`src/rtl/ped_signal_ctrl_if.sv`:
```
// Signal bundle between the light sequencer / button inputs and the pedestrian heads.
// The master drives light codes and buttons; the slave (controller) drives lamps and status.
interface ped_signal_ctrl_if #(
    parameter int CW = 8
);
    logic [2:0]    NS_light;
    logic [2:0]    EW_light;
    logic          ped_btn_ns;
    logic          ped_btn_ew;
    logic          walk_ns;
    logic          walk_ew;
    logic          dont_walk_ns;
    logic          dont_walk_ew;
    logic [CW-1:0] countdown_ns;
    logic [CW-1:0] countdown_ew;
    logic          req_pending_ns;
    logic          req_pending_ew;
    logic          fault;

    modport master (
        output NS_light, EW_light, ped_btn_ns, ped_btn_ew,
        input  walk_ns, walk_ew, dont_walk_ns, dont_walk_ew,
        input  countdown_ns, countdown_ew, req_pending_ns, req_pending_ew, fault
    );

    modport slave (
        input  NS_light, EW_light, ped_btn_ns, ped_btn_ew,
        output walk_ns, walk_ew, dont_walk_ns, dont_walk_ew,
        output countdown_ns, countdown_ew, req_pending_ns, req_pending_ew, fault
    );
endinterface

```
`src/rtl/ped_signal_ctrl.sv`:
```
// Pedestrian WALK / flashing DON'T WALK controller, channel 0 = NS-parallel, channel 1 = EW-parallel.
// Define PED_FAULT_CHECK_EN to add the sticky illegal-light-code checker that blocks all grants.
module ped_signal_ctrl #(
    parameter int WALK_CYCLES  = 100,
    parameter int CLEAR_CYCLES = 60,
    parameter int FLASH_HALF   = 5,
    parameter int CW           = 8
) (
    input  logic             clk,
    input  logic             reset,
    ped_signal_ctrl_if.slave bus
);
    localparam int NCH = 2;
    localparam int WCW = (WALK_CYCLES > 1) ? $clog2(WALK_CYCLES) : 1;
    localparam int FCW = (FLASH_HALF > 1) ? $clog2(FLASH_HALF) : 1;
    localparam logic [WCW-1:0] WALK_LOAD  = WCW'(WALK_CYCLES - 1);
    localparam logic [FCW-1:0] FLASH_LOAD = FCW'(FLASH_HALF - 1);
    localparam logic [CW-1:0]  CLEAR_LOAD = CW'(CLEAR_CYCLES - 1);

    typedef enum logic [1:0] {
        S_IDLE  = 2'd0,
        S_WALK  = 2'd1,
        S_CLEAR = 2'd2
    } state_t;

    logic [2:0]     light [NCH];
    logic [NCH-1:0] btn;
    logic [NCH-1:0] green;
    logic [NCH-1:0] red;
    logic [NCH-1:0] green_rise;
    logic           force_idle;
    logic           unused_bits;

    state_t         state_q     [NCH];
    state_t         state_d     [NCH];
    logic [2:0]     light_q     [NCH];
    logic [2:0]     light_d     [NCH];
    logic [CW-1:0]  countdown_q [NCH];
    logic [CW-1:0]  countdown_d [NCH];
    logic [WCW-1:0] walk_cnt_q  [NCH];
    logic [WCW-1:0] walk_cnt_d  [NCH];
    logic [FCW-1:0] flash_cnt_q [NCH];
    logic [FCW-1:0] flash_cnt_d [NCH];
    logic [NCH-1:0] req_q, req_d;
    logic [NCH-1:0] walk_q, walk_d;
    logic [NCH-1:0] dont_walk_q, dont_walk_d;

    always_comb begin
        light[0]   = bus.NS_light;
        light[1]   = bus.EW_light;
        btn        = {bus.ped_btn_ew, bus.ped_btn_ns};
        green      = '0;
        red        = '0;
        green_rise = '0;
        for (int unsigned c = 0; c < NCH; c++) begin
            green[c]      = light[c][0];
            red[c]        = light[c][2];
            green_rise[c] = light[c][0] & ~light_q[c][0];
        end
    end

`ifdef PED_FAULT_CHECK_EN
    logic fault_q, fault_d;
    logic viol;

    // A violation blocks grants on the very edge it is registered, not one cycle later.
    always_comb begin
        viol = !$onehot(light[0]) || !$onehot(light[1]) || (light[0][0] && light[1][0]);
        fault_d     = fault_q | viol;
        force_idle  = fault_d;
        bus.fault   = fault_q;
        unused_bits = ^{light_q[0][2:1], light_q[1][2:1]};
    end

    always_ff @(posedge clk or negedge reset) begin
        if (!reset) begin
            fault_q <= 1'b0;
        end else begin
            fault_q <= fault_d;
        end
    end
`else
    always_comb begin
        force_idle  = 1'b0;
        bus.fault   = 1'b0;
        unused_bits = ^{light_q[0][2:1], light_q[1][2:1], light[0][1], light[1][1]};
    end
`endif

    always_comb begin
        req_d       = req_q | btn;
        walk_d      = walk_q;
        dont_walk_d = dont_walk_q;
        for (int unsigned c = 0; c < NCH; c++) begin
            state_d[c]     = state_q[c];
            light_d[c]     = light[c];
            countdown_d[c] = countdown_q[c];
            walk_cnt_d[c]  = walk_cnt_q[c];
            flash_cnt_d[c] = flash_cnt_q[c];
            case (state_q[c])
                S_IDLE: begin
                    if (!force_idle && green_rise[c] && (req_q[c] || btn[c])) begin
                        state_d[c]     = S_WALK;
                        walk_d[c]      = 1'b1;
                        dont_walk_d[c] = 1'b0;
                        walk_cnt_d[c]  = WALK_LOAD;
                        req_d[c]       = 1'b0;
                    end
                end
                S_WALK: begin
                    if (force_idle || red[c]) begin
                        state_d[c]     = S_IDLE;
                        walk_d[c]      = 1'b0;
                        dont_walk_d[c] = 1'b1;
                    end else if (!green[c] || walk_cnt_q[c] == '0) begin
                        state_d[c]     = S_CLEAR;
                        walk_d[c]      = 1'b0;
                        dont_walk_d[c] = 1'b1;
                        countdown_d[c] = CLEAR_LOAD;
                        flash_cnt_d[c] = FLASH_LOAD;
                    end else begin
                        walk_cnt_d[c] = walk_cnt_q[c] - 1'b1;
                    end
                end
                S_CLEAR: begin
                    // Zero is displayed for one full cycle before returning to solid DON'T WALK.
                    if (force_idle || red[c] || countdown_q[c] == '0) begin
                        state_d[c]     = S_IDLE;
                        dont_walk_d[c] = 1'b1;
                        countdown_d[c] = '0;
                    end else begin
                        countdown_d[c] = countdown_q[c] - 1'b1;
                        if (flash_cnt_q[c] == '0) begin
                            dont_walk_d[c] = ~dont_walk_q[c];
                            flash_cnt_d[c] = FLASH_LOAD;
                        end else begin
                            flash_cnt_d[c] = flash_cnt_q[c] - 1'b1;
                        end
                    end
                end
                default: begin
                    state_d[c]     = S_IDLE;
                    walk_d[c]      = 1'b0;
                    dont_walk_d[c] = 1'b1;
                    countdown_d[c] = '0;
                end
            endcase
        end
    end

    always_ff @(posedge clk or negedge reset) begin
        if (!reset) begin
            req_q       <= '0;
            walk_q      <= '0;
            dont_walk_q <= '1;
            for (int unsigned c = 0; c < NCH; c++) begin
                state_q[c]     <= S_IDLE;
                light_q[c]     <= 3'b100;
                countdown_q[c] <= '0;
                walk_cnt_q[c]  <= '0;
                flash_cnt_q[c] <= '0;
            end
        end else begin
            req_q       <= req_d;
            walk_q      <= walk_d;
            dont_walk_q <= dont_walk_d;
            for (int unsigned c = 0; c < NCH; c++) begin
                state_q[c]     <= state_d[c];
                light_q[c]     <= light_d[c];
                countdown_q[c] <= countdown_d[c];
                walk_cnt_q[c]  <= walk_cnt_d[c];
                flash_cnt_q[c] <= flash_cnt_d[c];
            end
        end
    end

    always_comb begin
        bus.walk_ns        = walk_q[0];
        bus.walk_ew        = walk_q[1];
        bus.dont_walk_ns   = dont_walk_q[0];
        bus.dont_walk_ew   = dont_walk_q[1];
        bus.countdown_ns   = countdown_q[0];
        bus.countdown_ew   = countdown_q[1];
        bus.req_pending_ns = req_q[0];
        bus.req_pending_ew = req_q[1];
    end
endmodule

```
`src/flat_wrapper.sv`:
```
// flat-port wrapper written by rule: the top's interface ports become plain ports
module ped_signal_ctrl_flat 
#(
    parameter int WALK_CYCLES  = 100,
    parameter int CLEAR_CYCLES = 60,
    parameter int FLASH_HALF   = 5,
    parameter int CW           = 8
)
  (clk, reset, bus_NS_light, bus_EW_light, bus_ped_btn_ns, bus_ped_btn_ew, bus_walk_ns, bus_walk_ew, bus_dont_walk_ns, bus_dont_walk_ew, bus_countdown_ns, bus_countdown_ew, bus_req_pending_ns, bus_req_pending_ew, bus_fault);
  ped_signal_ctrl_if #(.CW(CW)) bus_i ();
  input  logic clk;
  input  logic reset;
  input wire logic [$bits(bus_i.NS_light)-1:0] bus_NS_light;
  input wire logic [$bits(bus_i.EW_light)-1:0] bus_EW_light;
  input wire logic [$bits(bus_i.ped_btn_ns)-1:0] bus_ped_btn_ns;
  input wire logic [$bits(bus_i.ped_btn_ew)-1:0] bus_ped_btn_ew;
  output wire logic [$bits(bus_i.walk_ns)-1:0] bus_walk_ns;
  output wire logic [$bits(bus_i.walk_ew)-1:0] bus_walk_ew;
  output wire logic [$bits(bus_i.dont_walk_ns)-1:0] bus_dont_walk_ns;
  output wire logic [$bits(bus_i.dont_walk_ew)-1:0] bus_dont_walk_ew;
  output wire logic [$bits(bus_i.countdown_ns)-1:0] bus_countdown_ns;
  output wire logic [$bits(bus_i.countdown_ew)-1:0] bus_countdown_ew;
  output wire logic [$bits(bus_i.req_pending_ns)-1:0] bus_req_pending_ns;
  output wire logic [$bits(bus_i.req_pending_ew)-1:0] bus_req_pending_ew;
  output wire logic [$bits(bus_i.fault)-1:0] bus_fault;
  assign bus_i.NS_light = bus_NS_light;
  assign bus_i.EW_light = bus_EW_light;
  assign bus_i.ped_btn_ns = bus_ped_btn_ns;
  assign bus_i.ped_btn_ew = bus_ped_btn_ew;
  assign bus_walk_ns = bus_i.walk_ns;
  assign bus_walk_ew = bus_i.walk_ew;
  assign bus_dont_walk_ns = bus_i.dont_walk_ns;
  assign bus_dont_walk_ew = bus_i.dont_walk_ew;
  assign bus_countdown_ns = bus_i.countdown_ns;
  assign bus_countdown_ew = bus_i.countdown_ew;
  assign bus_req_pending_ns = bus_i.req_pending_ns;
  assign bus_req_pending_ew = bus_i.req_pending_ew;
  assign bus_fault = bus_i.fault;
  ped_signal_ctrl #(.WALK_CYCLES(WALK_CYCLES), .CLEAR_CYCLES(CLEAR_CYCLES), .FLASH_HALF(FLASH_HALF), .CW(CW)) u_core (.clk(clk), .reset(reset), .bus(bus_i));
endmodule
```
`config.mk`:
```
export PLATFORM = sky130hd
export DESIGN_NAME = ped_signal_ctrl_flat
export DESIGN_NICKNAME = d
export VERILOG_FILES = /design/src/rtl/ped_signal_ctrl_if.sv /design/src/rtl/ped_signal_ctrl.sv /design/src/flat_wrapper.sv
export SDC_FILE = /design/constraint.sdc
export NUM_CORES = 1
export LEC_CHECK = 0
export ABC_AREA = 1
export CAP_MARGIN = 20
export CORE_MARGIN = 5
export CORE_UTILIZATION = 45
export CTS_CLUSTER_DIAMETER = 120
export DETAILED_ROUTE_END_ITERATION = 6
export PLACE_DENSITY = 0.68
export SYNTH_ARGS = -nofsm -noshare
export SYNTH_HDL_FRONTEND = slang
export SYNTH_SLANG_ARGS = --single-unit
export TNS_END_PERCENT = 30
```
`constraint.sdc`:
```
create_clock -name clk -period 1.35 [get_ports clk]
set_input_delay 0.27 -clock clk [delete_from_list [all_inputs] [get_ports clk]]
set_output_delay 0.27 -clock clk [all_outputs]
set_load 0.02 [all_outputs]
```
==> results of run 1 <==
==> timing repair <==
action / in CTS / in global routing
gates resized for setup: 61 / 78
setup endpoints to repair: 66 / 59
hold buffers: 1 / 0
setup buffers: 1 / 3
pin swaps: 5 / 18
hold endpoints to repair: 11 / 0
==> routing by layer <==
layer | share of wire | vias to the layer above | GRT usage
met5 | 0 | - | 0
met4 | 0.0086 | 0 | 0.0373
met3 | 0.027 | 6 | 0.0321
met2 | 0.50 | 49 | 0.308
met1 | 0.47 | 1440 | 0.233
li1 | - | 1643 | -
==> final cells by class <==
type | count | area, µm²
fill | 603 | 2360
inverter | 61 | 234
clock buffer | 6 | 82.6
timing repair buffer | 105 | 867
tap | 96 | 120
clock inverter | 2 | 10.0
sequential | 48 | 1210
multi-input combinational | 343 | 1990
==> cells by family after synthesis <==
| logic type | Yosys count | share of synthesized area |
|---|---|---|
| simple gates | 290 | 0.399 |
| compound gates | 31 | 0.0591 |
| flops | 48 | 0.377 |
| xor+xnor | 7 | 0.0192 |
| other cells | 1 | 0.00117 |
| fa+ha+maj | 14 | 0.0548 |
| buf+inv | 69 | 0.0901 |
==> path summary, 6_finish.rpt <==
path                                       from                          to  slack (ps)  depth (start not counted)
max                        u_core.walk_cnt_q[1]        u_core.walk_cnt_q[4]        -140                          8
min in group clk           u_core.walk_cnt_q[8]        u_core.walk_cnt_q[8]         480                          2
min reg2reg                u_core.walk_cnt_q[8]        u_core.walk_cnt_q[8]         480                          2
max in group asynchronous                 reset       u_core.dont_walk_q[1]         460                          3
min                                       reset  u_core.bus.countdown_ns[4]         420                          2
max reg2reg                u_core.walk_cnt_q[1]        u_core.walk_cnt_q[4]        -140                          8
==> synth_stat cells <==
master    number  area share
a211oi_1       1      0.0024
nor2_2         6       0.012
a21oi_2        1      0.0027
dfstp_2        2       0.016
inv_2          2      0.0024
nor2_1        44       0.052
nand3_2        4       0.013
o21ai_2        5       0.014
conb_1         1      0.0012
or2_2          6       0.012
nor3b_1        1      0.0024
a21oi_1        1      0.0016
o211ai_1       3      0.0071
and2_1         1      0.0020
buf_2          2      0.0031
ha_1          14       0.055
xnor2_1        1      0.0027
nand3b_1       3      0.0071
inv_1         58       0.068
buf_4          1      0.0024
clkinv_1       1      0.0012
buf_1          1      0.0012
and2_2         1      0.0024
clkbuf_1       1      0.0012
o21ai_1        6      0.0094
xor2_1         6       0.016
nand3_1       41       0.064
nor3_1         2      0.0031
dfrtp_1       46        0.36
o22ai_1        1      0.0020
buf_6          3       0.011
nor2_4         3       0.011
nand2_2        3      0.0059
o21ai_0       13       0.020
nand2_4        1      0.0035
nand2_1      167        0.20
nand4_1        7       0.014
==> stage by stage <==
| stage | cell area [µm²] | setup slack [ps] | util | TNS [ps] | hold WS (ps) |
|---|---|---|---|---|---|
| 3_5_place_dp | 4130 | -342 | 0.601 | -10130 | 223 |
| 5_1_grt | 4510 | -219 | 0.656 | -7060 | 431 |
| 4_1_cts | 4270 | -186 | 0.622 | -4050 | 422 |
| 2_1_floorplan | 3240 | -64.2 | - | -449 | -25.6 |
| 6_report | 4510 | -144 | 0.656 | -2300 | 419 |
| 3_3_place_gp | 4130 | -332 | 0.601 | -9110 | 219 |
==> state kept, by name, summed over array words and instances (netlist names) <==
signal	cells
u_core.req_q	2
u_core.state_q	4
u_core.flash_cnt_q	6
u_core.dont_walk_q	2
u_core.walk_cnt_q	14
u_core.light_q	2
u_core.walk_q	2
u_core.bus.countdown_ew	8
u_core.bus.countdown_ns	8
==> power breakdown <==
part | internal [W] | switching (W) | leakage [nW]
clock network | 0.000411 | 0.000516 | 0.0510
logic | 0.00350 | 0.00445 | 1.68
registers | 0.00204 | 0.000465 | 0.604
==> cells in the final DEF (no fill, tap or decap), types with 7 or more instances in the layout <==
cell type  count
nand2_2       16
buf_6          7
dfrtp_1       43
inv_2         15
ha_4           7
o21ai_2        7
buf_4         66
nand2_1      148
o21ai_1       10
nand2_4        7
nand4_1        7
nor2_2        11
nor2_1        36
inv_1         43
nand3_1       37
==> critical path, delay by kind of cell (launching register included) <==
kind / cells / cell delay [ps]
fa+ha+maj: 1 / 140
compound gates: 1 / 110
buf+inv: 3 / 290
flops: 1 / 400
simple gates: 2 / 340
xor+xnor: 1 / 150
==> impl_metrics.json, run 1 <==
{
  "grt_pass1_vias": 3036,
  "hp-class": "in2async",
  "wl_mm": 7.69,
  "fin_cells": 661,
  "setup_viol": 43,
  "cellPowerDensity_nw_per_um2": 2520,
  "gp_congestion": 0.823,
  "layout_setup_ws_ps": -144,
  "cp.required_ps": 1590,
  "worstSetupPathType": "reg2reg",
  "crit_fanout": 3,
  "cts_root_buffer": "clkbuf_8",
  "cts_sinks": 48,
  "slowest_delay_ps": 400,
  "die_y_um": 94.3,
  "syn-num-nets": 484,
  "grt.total_usage": 0.178,
  "antenna_left": 0,
  "overflow": 0,
  "grt_max_degree": 24,
  "yosysWarnings": 0,
  "cts_max_level": 2,
  "fin_nets": 588,
  "initial_core_util": 0.465,
  "final-max-slew-violation-count": 0,
  "fin_skew_ps": 18.8,
  "clock.fmax_mhz": 669,
  "drtIter0Drc": 107,
  "grt_setup_unrepaired": "yes",
  "clockBufferDepth": 2,
  "outcome": "complete, but fails checks",
  "dieArea_um2": 8880,
  "worst_setup_path_end_kind": "register",
  "fin_crit_sh": 1.11,
  "drcViolationCount": 0,
  "dp_cells": 648,
  "core_um2": 6870,
  "die_w_um": 94.3,
  "cp_slowest_cell": "dfrtp_1",
  "antenna_cells": 0,
  "wire_per_inst_um": 11.6,
  "ir_worst_vdd_mv": 1.28,
  "port_buffers": 29,
  "cts_made_buffers": 5,
  "ys_seq_elements": 48,
  "path_clk_slew_ps": 90,
  "max-cap-violations": 0,
  "via_per_inst": 4.75,
  "clk_latency_ps": 310,
  "vias": 3138,
  "place_hpwl_mm": 5.52,
  "yosys.cell_types.count": 37,
  "avgSynthCellArea_um2": 6.94,
  "crit_top_cell": "buf_4",
  "cp-start-kind": "register",
  "crit_path_cell_trace": "inv_2 > buf_4 > buf_4 > ha_4 > nand2_1 > xor2_1 > or2_2 > o21ai_2",
  "ys_seq_area_frac": 0.377,
  "arrival_ps": 1730,
  "grt_pass1_wl_mm": 13.0,
  "ios": 33,
  "antenna_found_initial": 0,
  "drive_gt1_frac": 0.340,
  "cts_tree": "built",
  "syn_to_final_growth_pct": 41.2,
  "mappedNetlistArea_um2": 3190,
  "total_power_w": 0.0114,
  "leakage_nw": 2.34,
  "min_period_ps": 1490,
  "drtPass1Iterations": 4,
  "finalHoldViolations": 0,
  "num_rows": 30,
  "postSynthCellCount": 460,
  "violations": "setup timing"
}
(Power assumes the default switching activity.)
==> run 2, diff against run 1 <==
CORE_ASPECT_RATIO = 1.2   (was default)
==> impl_metrics.json, run 2 (synthesis results as in run 1) <==
{
  "violations": "setup timing",
  "port_buffers": 29,
  "setup_viol": 42,
  "drive_gt1_frac": 0.346,
  "hp-class": "in2async",
  "fin_nets": 590,
  "grt.total_usage": 0.175,
  "r2r_setup_slack_ps": -150,
  "antenna_left": 0,
  "ios": 33,
  "ir_worst_vdd_mv": 1.43,
  "largest_reg_flops": 14,
  "cts_sinks": 48,
  "clk_latency_ps": 300,
  "die_w_um": 86.9,
  "fin_cells": 654,
  "fin_crit_sh": 1.11,
  "outcome": "complete, but fails checks",
  "dp_cells": 639,
  "grt_pass1_vias": 2939,
  "fillers": 582,
  "cp-start-kind": "register",
  "r2r-start": "u_core.walk_cnt_q[1]",
  "grt_pass1_wl_mm": 12.7,
  "cp_slowest_cell": "dfrtp_1",
  "arrival_ps": 1690,
  "drtPass1Iterations": 4,
  "post-place-ws_ps": -310,
  "cts_made_buffers": 5,
  "via_per_inst": 4.83,
  "leakage_nw": 2.39,
  "die_y_um": 102,
  "syn_to_final_growth_pct": 43.2,
  "layout_common_cells": "nand2_1 (146), buf_4 (69), dfrtp_1 (43)",
  "rr_worst_depth": 12,
  "max-cap-violations": 0,
  "antenna_found_initial": 0,
  "slowest_delay_ps": 410,
  "grt_setup_unrepaired": "yes",
  "worstSetupPathType": "reg2reg",
  "seq_area_um2": 1210,
  "worst_setup_path_end_kind": "register",
  "largest-register": "u_core.walk_cnt_q",
  "drcViolationCount": 0,
  "crit_path_cell_trace": "inv_2 > ha_4 > inv_2 > nor2_4 > nand3_4 > buf_6 > nand3_4 > nand2_4 > inv_4 > nand2_4 > nand2_2 > nand2_2",
  "fin_skew_ps": 15.6,
  "clockBufferDepth": 2,
  "finalHoldViolations": 0,
  "final-max-slew-violation-count": 0,
  "antenna_cells": 0,
  "crit_fanout": 5,
  "grt_max_degree": 49,
  "overflow": 0,
  "initial_core_util": 0.463,
  "core_um2": 6900,
  "wire_per_inst_um": 11.9,
  "gp_congestion": 0.862,
  "wl_mm": 7.78,
  "clock.fmax_mhz": 666,
  "cts_root_buffer": "clkbuf_8",
  "layout_setup_ws_ps": -151,
  "num_rows": 33,
  "place_hpwl_mm": 5.42,
  "cts_tree": "built",
  "final_common_cell": "nand2_1",
  "drtIter0Drc": 90,
  "cellPowerDensity_nw_per_um2": 2610,
  "multiInputGateArea_um2": 2020,
  "worstReg2RegEnd": "u_core.state_q[1]",
  "vias": 3157,
  "path_clk_slew_ps": 100,
  "cp.required_ps": 1540,
  "dieArea_um2": 8890,
  "min_period_ps": 1500,
  "cts_max_level": 2
}
[run 2: worst max path at each step]
| stage | to | slack, ps | cells after the start | startpoint |
|---|---|---|---|---|
| after global routing | u_core.state_q[1] | -230 | 11 | u_core.walk_cnt_q[1] |
| after detailed placement | u_core.walk_cnt_q[3] | -310 | 8 | bus_EW_light[0] |
| after floorplan | u_core.walk_cnt_q[3] | -60 | 11 | u_core.state_q[1] |
| final | u_core.state_q[1] | -150 | 12 | u_core.walk_cnt_q[1] |
| after CTS | u_core.state_q[1] | -170 | 12 | u_core.walk_cnt_q[0] |
| after global placement | u_core.walk_cnt_q[3] | -340 | 8 | bus_EW_light[0] |
[run 2: final cells by class]
class                   count  share of cell area
multi-input cells         343               0.442
flip-flops and latches     48               0.264
repair buffers            107               0.189
inverters                  61              0.0523
well taps                  87              0.0238
clock buffers               6              0.0159
clock inverters             2              0.0131
[run 2: per-layer routing]
layer / vias to the layer above / GRT usage / part of all wire
li1: 1638 / - / -
met1: 1463 / 0.212 / 0.44
met2: 50 / 0.327 / 0.52
met3: 6 / 0.0218 / 0.032
met4: 0 / 0.0396 / 0.0072
met5: - / 0 / 0
[run 2: stage by stage]
step / hold slack, ps / TNS, ps / utilization / area (µm²) / power, W
6_report: 477 / -3300 / 0.663 / 4570 / 0.0120
3_5_place_dp: 281 / -10110 / 0.597 / 4120 / 0.00969
2_1_floorplan: -25.6 / -449 / - / 3240 / 0.00708
4_1_cts: 477 / -3590 / 0.634 / 4370 / 0.0113
3_3_place_gp: 284 / -9650 / 0.597 / 4120 / 0.00952
5_1_grt: 483 / -7660 / 0.663 / 4570 / 0.0131
[run 2: what timing repair did]
item,in CTS,in global routing
gates resized for setup,70,77
endpoints found under the setup margin,66,58
endpoints found under the hold margin,46,0
pin swaps,4,23
hold buffers,1,0
setup buffers,3,3
[run 2: report_power, final]
part / switching [W] / internal, W / leakage [nW]
logic: 0.00457 / 0.00362 / 1.72
clock network: 0.000518 / 0.000742 / 0.0654
registers: 0.000472 / 0.00204 / 0.604
[run 2: worst max-delay path: cells and delay by family (launching register included)]
kind          cells  cell delay (ps)
fa+ha+maj         1              130
buf+inv           4              340
flops             1              410
simple gates      7              480
==> run 3, diff against run 2 <==
SLEW_MARGIN = 20   (was default)
==> results of run 3 <==
Same layout as run 2: the final DEF is identical, and so are final timing and power.
